File: src/rtl/morse_keyer.sv
// Morse keyer: queued dot/dash/gap symbols become a timed key waveform; key rises one edge after a symbol
// is accepted into an empty, idle queue. sym_ready is high while the FIFO is not full, and no symbol is dropped.
module morse_keyer #(
  parameter int UNIT_CYCLES = 4,
  parameter int DEPTH       = 4
) (
  input  logic       Clock,
  input  logic       Reset,
  input  logic       sym_valid,
  input  logic [1:0] sym,
  output logic       sym_ready,
  output logic       key,
  output logic       busy
);

  localparam int PW = $clog2(DEPTH);
  localparam int TW = $clog2(7 * UNIT_CYCLES);
  localparam logic [PW:0] FULL_COUNT = (PW + 1)'(DEPTH);

  localparam logic [1:0] SYM_DOT    = 2'b00;
  localparam logic [1:0] SYM_DASH   = 2'b01;
  localparam logic [1:0] SYM_LETTER = 2'b10;
  localparam logic [1:0] SYM_WORD   = 2'b11;

  typedef enum logic [1:0] {
    IDLE  = 2'd0,
    MARK  = 2'd1,
    SPACE = 2'd2
  } state_t;

  logic [1:0]    fifo_dat [DEPTH];
  logic [PW-1:0] wr_ptr;
  logic [PW-1:0] rd_ptr;
  logic [PW:0]   count;
  logic [1:0]    head_dat;
  logic          fifo_empty;
  logic          push_vld;
  logic          pop_vld;

  state_t        state;
  state_t        state_nxt;
  logic [TW-1:0] timer;
  logic [TW-1:0] timer_nxt;
  logic          phase_end;

  function automatic logic [TW-1:0] units(input int n);
    units = TW'(n * UNIT_CYCLES - 1);
  endfunction

  assign fifo_empty = (count == '0);
  assign sym_ready  = (count != FULL_COUNT);
  assign push_vld   = sym_valid && sym_ready;
  assign head_dat   = fifo_dat[rd_ptr];
  assign phase_end  = (timer == '0);
  assign busy       = (state != IDLE) || !fifo_empty;

  // A new symbol is taken either from idle or on the exact edge a space ends,
  // so consecutive elements chain with no dead cycle.
  assign pop_vld = !fifo_empty &&
                   ((state == IDLE) || ((state == SPACE) && phase_end));

  always_ff @(posedge Clock) begin
    if (push_vld) begin
      fifo_dat[wr_ptr] <= sym;
    end
  end

  always_ff @(posedge Clock or negedge Reset) begin
    if (!Reset) begin
      wr_ptr <= '0;
      rd_ptr <= '0;
      count  <= '0;
    end else begin
      if (push_vld) begin
        wr_ptr <= wr_ptr + PW'(1);
      end
      if (pop_vld) begin
        rd_ptr <= rd_ptr + PW'(1);
      end
      case ({push_vld, pop_vld})
        2'b10:   count <= count + (PW + 1)'(1);
        2'b01:   count <= count - (PW + 1)'(1);
        default: count <= count;
      endcase
    end
  end

  always_comb begin
    state_nxt = state;
    timer_nxt = timer;
    case (state)
      IDLE: begin
        timer_nxt = '0;
      end
      MARK: begin
        if (phase_end) begin
          state_nxt = SPACE;
          timer_nxt = units(1);
        end else begin
          timer_nxt = timer - TW'(1);
        end
      end
      SPACE: begin
        if (phase_end) begin
          state_nxt = IDLE;
          timer_nxt = '0;
        end else begin
          timer_nxt = timer - TW'(1);
        end
      end
      default: begin
        state_nxt = IDLE;
        timer_nxt = '0;
      end
    endcase

    // Gaps are 2 or 6 units here because the preceding element space
    // already supplied the first unit of the 3- or 7-unit total.
    if (pop_vld) begin
      case (head_dat)
        SYM_DOT: begin
          state_nxt = MARK;
          timer_nxt = units(1);
        end
        SYM_DASH: begin
          state_nxt = MARK;
          timer_nxt = units(3);
        end
        SYM_LETTER: begin
          state_nxt = SPACE;
          timer_nxt = units(2);
        end
        SYM_WORD: begin
          state_nxt = SPACE;
          timer_nxt = units(6);
        end
        default: begin
          state_nxt = IDLE;
          timer_nxt = '0;
        end
      endcase
    end
  end

  always_ff @(posedge Clock or negedge Reset) begin
    if (!Reset) begin
      state <= IDLE;
      timer <= '0;
      key   <= 1'b0;
    end else begin
      state <= state_nxt;
      timer <= timer_nxt;
      key   <= (state_nxt == MARK);
    end
  end

endmodule

File: config.mk
export PLATFORM = sky130hd
export DESIGN_NAME = morse_keyer
export DESIGN_NICKNAME = d
export VERILOG_FILES = /design/src/rtl/morse_keyer.sv
export SDC_FILE = /design/constraint.sdc
export NUM_CORES = 1
export LEC_CHECK = 0
export BUFFER_PORTS_ARGS = -buffer_cell sky130_fd_sc_hd__buf_2
export CAP_MARGIN = 20
export CORE_MARGIN = 2
export CORE_UTILIZATION = 35
export DETAILED_ROUTE_END_ITERATION = 8
export PLACE_DENSITY = 0.63
export SLEW_MARGIN = 10
export SYNTH_ARGS = -nofsm -noshare
export SYNTH_HDL_FRONTEND = slang
export SYNTH_SLANG_ARGS = --single-unit
File: constraint.sdc
create_clock -name Clock -period 2.15 [get_ports Clock]
set_clock_uncertainty 0.05 [all_clocks]
set_input_delay 0 -clock Clock [delete_from_list [all_inputs] [get_ports Clock]]
set_output_delay 0 -clock Clock [all_outputs]
set_load 0.05 [all_outputs]
# --- After elaboration in Yosys (flattened, before gate mapping) ---
# Memory sizes are Yosys's and may differ from the RTL's.
# Index checks and enable logic that the tools add are counted.
# W data, S select, Z words.
word_totals:
  inputBits: 5
  n_memories: 1
  mem_bits_rw: 8
  reg_bits: 15
memory_table:
  columns: ["name", "words", "width", "read_ports", "rd_clocked_by_memory_dff", "write_ports", "line", "text"]
  rows:
  - ["fifo_dat", 4, 2, 1, 0, 1, "31", "logic [1:0] fifo_dat [DEPTH];"]
classes:
  n_mux: 13
  reduce_logical: 14
  add_sub_neg: 5
  eq_ne: 9
op_table:
  columns: ["op", "n"]
  rows:
  - ["$pmux W5 S4", 1]
  - ["$mux W5", 3]
  - ["$pmux W5 S2", 1]
  - ["$eq A2 B1 Y1 const B", 4]
  - ["$eq A2 B2 Y1 const B", 4]
  - ["$mux W2", 3]
  - ["$pmux W2 S3", 1]
  - ["$pmux W3 S2", 1]
  - ["$logic_not A5 Y1", 1]
  - ["$sub A5 B1 Y5 const B", 1]
  - ["$add A2 B1 Y2 const B", 2]
  - ["$logic_not A2 Y1", 2]
  - ["$pmux W2 S2", 1]
  - ["$reduce_bool A2 Y1", 2]
  - ["$reduce_or A2 Y1", 2]
  - ["$add A3 B1 Y3 const B", 1]
  - ["$logic_and A1 B1 Y1", 3]
  - ["$logic_not A3 Y1", 1]
  - ["$ne A3 B3 Y1 const B", 1]
  - ["$sub A3 B1 Y3 const B", 1]
  - ["$logic_or A1 B1 Y1", 2]
  - ["$mux W1", 2]
  - ["$logic_not A1 Y1", 1]

# --- Longest topological paths before layout ---
logic_depth:
  depth_word: 6
  mapped_depth: 11
  depth_no_buf: 11

# --- Least setup slack after synthesis ---
# OpenSTA, ideal clock, no wires.
synth_path:
  path_type: "flip-flop to flip-flop"
  start: "register count[1]"
  end: "register count[2]"
  t_required_ns: 2.021
  t_arrival_ns: 2.221
  stages_incl_launch_ff: 11
  setup_ns: 0.079
  path_slack_ns: -0.200
  path_cell_list: "dfrtp_1 > nor2_1 > nand2_1 > and2_1 > inv_1 > ha_1 > inv_1 > fa_1 > xor2_1 > nor2_1 > xor2_1"
synth_between:
  elab_cells_between_ends: 11
synth_rtl:
  columns: ["item", "line", "text"]
  rows:
  - ["start: declaration", "34", "logic [PW:0] count;"]
  - ["start signal: assignment", "81", "2'b10: count <= count + (PW + 1)'(1);"]
  - ["start signal: assignment", "82", "2'b01: count <= count - (PW + 1)'(1);"]
  - ["start signal: assignment", "83", "default: count <= count;"]
  - ["$ne A3 B3 Y1 *", "51", "assign sym_ready = (count != FULL_COUNT);"]
  - ["via sym_ready", "11", "output logic sym_ready,"]
  - ["$logic_and A1 B1 Y1 *", "52", "assign push_vld = sym_valid && sym_ready;"]
  - ["$eq A2 B1 Y1 or $eq A2 B2 Y1 (tied branches)", "80", "case ({push_vld, pop_vld})"]
  - ["$pmux W3 S2 or $reduce_bool A2 Y1 (tied branches)", null, null]
# Mark *: on every way through the listed nets, which the timed path passes. The rest lies on a longest branch.
# A chain may end at the register's enable or synchronous reset.

# --- Worst setup path after layout ---
layout_path:
  start: "register state[0]"
  end: "register count[2]"
layout_between:
  elab_chain_len: 6
  elab_cells_between_ends: 9
layout_rtl:
  columns: ["item", "line", "text"]
  rows:
  - ["start: declaration", "40", "state_t state;"]
  - ["start signal: assignment", "151", "state <= state_nxt;"]
  - ["$eq A2 B2 Y1", "60", "((state == IDLE) || ((state == SPACE) && phase_end));"]
  - ["$logic_and A1 B1 Y1", "60", null]
  - ["$logic_or A1 B1 Y1 *", "60", null]
  - ["$logic_and A1 B1 Y1 *", "59", "assign pop_vld = !fifo_empty &&"]
  - ["via pop_vld", "38", "logic pop_vld;"]
  - ["$eq A2 B1 Y1 or $eq A2 B2 Y1 (tied branches)", "80", null]
  - ["$pmux W3 S2 or $reduce_bool A2 Y1 (tied branches)", null, null]
# Marked as above.

==> results.cfg <==
[yosys]
yosys-top-cells-count = dfrtp_1 (15), inv_1 (11), ha_1 (10)
yosys.area_share.simple_pct = 14.10
synth.cell_area_mm2 = 0.001242
synthXorXnorAreaFrac_pct = 5.639
synth_edf_count = 8
ys_seq_elements = 23
synth_ff_type = dfrtp_1
synth.avg_cell_area_um2 = 12.06
yosys.area.top_type_share_pct = 30.21
async_reset_ff_share_pct = 65.22
ys_types = 35
postSynthNetCount = 119
synth_area_leaders = dfrtp_1 (30%), edfxtp_1 (19%), ha_1 (10%), xnor2_1 (4.2%), inv_1 (3.3%)
yosysSeqAreaShare_pct = 49.55
yosysMostFrequentCell = dfrtp_1
syn_inst = 103
synth-compound-area-share_pct = 10.37
ys_warn_count = 0
synth_mux_area_share_pct = 4.834
synth_top_family_by_area = simple AND/OR/NAND/NOR gates
yosysTopAreaCell = dfrtp_1
yosys.area_share.adder_pct = 11.68

[outcome]
status = finished clean

[drt]
dr.pass1.iters = 4
drc = 0
wl_mm = 2.218
wire_per_inst_um = 12.75
drt-vias-per-instance = 4.879
ant_nets = 0
vias = 849
first_iter_violations = 21

[global_route]
grt_max_degree = 16
grt_first_pass_wirelength_mm = 3.829
grt_pass1_vias = 842
gr-total-overflow = 0
antenna_found_initial = 0
globalRouteTotalUtil_pct = 12.15

[clock_tree]
clockBufferDepth = 2
clk_pin_slew_ps = 130
clockRootBuffer = clkbuf_4
htreeDepth = 1
cts_inserted_buffers = 3
clk_latency_ps = 300
cts_tree = yes
cts_sinks = 23

[floorplan]
start_util_pct = 36.94
rows = 21
fp.dieH_um = 63.58
dieArea_mm2 = 0.004042
io_pins = 8
core-area_mm2 = 0.003363
dieWidth_um = 63.58

[timing]
rsz0062_at_grt = yes
worst_pin_slew_ps = 419.8
fin_crit_sh_pct = 99.93
fmax_ghz = 0.4654
slew_viol_final = 0
finalCriticalPeriod_ps = 2149
setup_violations = 0
relSlewSlack_pct = 71.92
setup_tns_ps = 0
hold_violations = 0

[power]
p_per_area_mw_per_mm2 = 1666
irDropWorstVdd_mv = 0.8675
leakage_uw = 0.0006682

[final_layout]
num-fill-cells = 344
syn2layout_area_growth_pct = 20.95
final_cells = 174
insertedDiodeCount = 0
drive_gt1_share_pct = 28.91
ff_latch_area_um2 = 615.6
multi_input_area_um2 = 606.8
final_nets = 145

[worst_setup_path]
crit_path_start = state[0]
required_ps = 2340
slowest_delay_ps = 430
cp-end-kind = flip-flop
crit_fanout = 4
critical_path_class = reg2reg
path_common_cell = xor2_1
critPathSlowestCell = dfrtp_1
worstPathArrival_ps = 2330
path_buf_inv = 3
worstReg2RegStart = state[0]
critPathLaunchType = flip-flop
crit_chain = inv_1, ha_1, o32a_1, o21ai_4, inv_4, ha_4, inv_2, fa_2, xor2_1, nor2_1, xor2_1
cp_top_family = adder cells

[flow_run]
max-cap-violations = 0

[place]
place_congestion = 0.7524
hpwl_mm = 1.704
dp.cells = 164
port-buffer-count = 7

[hold_path]
hold_path_class = in2async
placed cells by master (no fill, tap or decap), drive strengths merged, types with 2 or more instances in the layout:
cell type,count
inv,12
a21oi,4
nor2,5
and2,2
and3,4
nand2,8
xor2,2
nor3,3
dlygate4sd3,3
mux4,2
edfxtp,8
buf,18
dfrtp,15
xnor2,6
o41ai,2
o21ai,4
a21o,2
ha,10
clkbuf,3
where the power goes:
| part | internal (uW) | total (uW) | leakage [uW] | switching [uW] |
|---|---|---|---|---|
| logic | 740 | 1520 | 0.000392 | 784 |
| registers | 635 | 782 | 0.000259 | 147 |
| clock network | 69.3 | 198 | 0.0000177 | 128 |
| total | 1440 | 2500 | 0.000668 | 1060 |
per-stage QoR:
stage	hold slack [ps]	total power [uW]	util, %	cell area, um^2	setup WS [ps]
6_report	69.94	2504	44.68	1503	1.447
2_1_floorplan	-345.6	1824	-	1262	-47.06
3_5_place_dp	-113.8	2241	42.08	1415	32.56
5_1_grt	72.06	2737	44.68	1503	-93.01
3_3_place_gp	-124.9	2190	42.08	1415	104.8
4_1_cts	61.63	2456	43.79	1473	13.89
kinds of logic (layout without fill, tap and decap cells):
family / after synthesis / after routing
fa+ha+maj: 11 / 11
buf+inv: 12 / 37
compound gates: 17 / 17
simple gates: 29 / 29
xor+xnor: 8 / 8
mux: 3 / 3
flops: 23 / 23
sequential cells by signal, indices dropped and copies added, names as in the netlist:
register	cells
fifo_dat	8
rd_ptr	2
key	1
count	3
wr_ptr	2
state	2
timer	5
repair_timing:
item,4_1_cts,5_1_grt
setup endpoints to repair,1,2
pin swaps,1,0
setup buffers,0,3
gates cloned,0,0
gates resized for setup,0,3
endpoints found under the hold margin,23,0
hold buffers,3,0
final cells by class:
cell class / count / share of cell area [%]
timing repair buffer: 21 / 9.825
sequential: 23 / 40.97
tap: 46 / 3.830
inverter: 12 / 3.164
multi-input combinational: 68 / 40.38
clock buffer: 3 / 1.499
clock inverter: 1 / 0.3331
layer usage:
metal	up-vias	share of wire (%)	GRT usage, %
met5	-	0	0
met4	0	0.81	3.261
met3	2	2.8	2.321
met2	14	53	21.58
met1	415	43	15.01
li1	418	-	-
path summary, 6_finish.rpt:
kind	endpoint	slack, ps	cells after the start
setup reg to reg	count[2]	1	11
max in group asynchronous	count[2]	1720	2
setup / recovery	count[2]	1	11
hold reg to reg	rd_ptr[1]	470	1
min in group Clock	wr_ptr[0]	70	3
hold / removal	timer[1]	70	2
(Power assumes the default switching activity.)
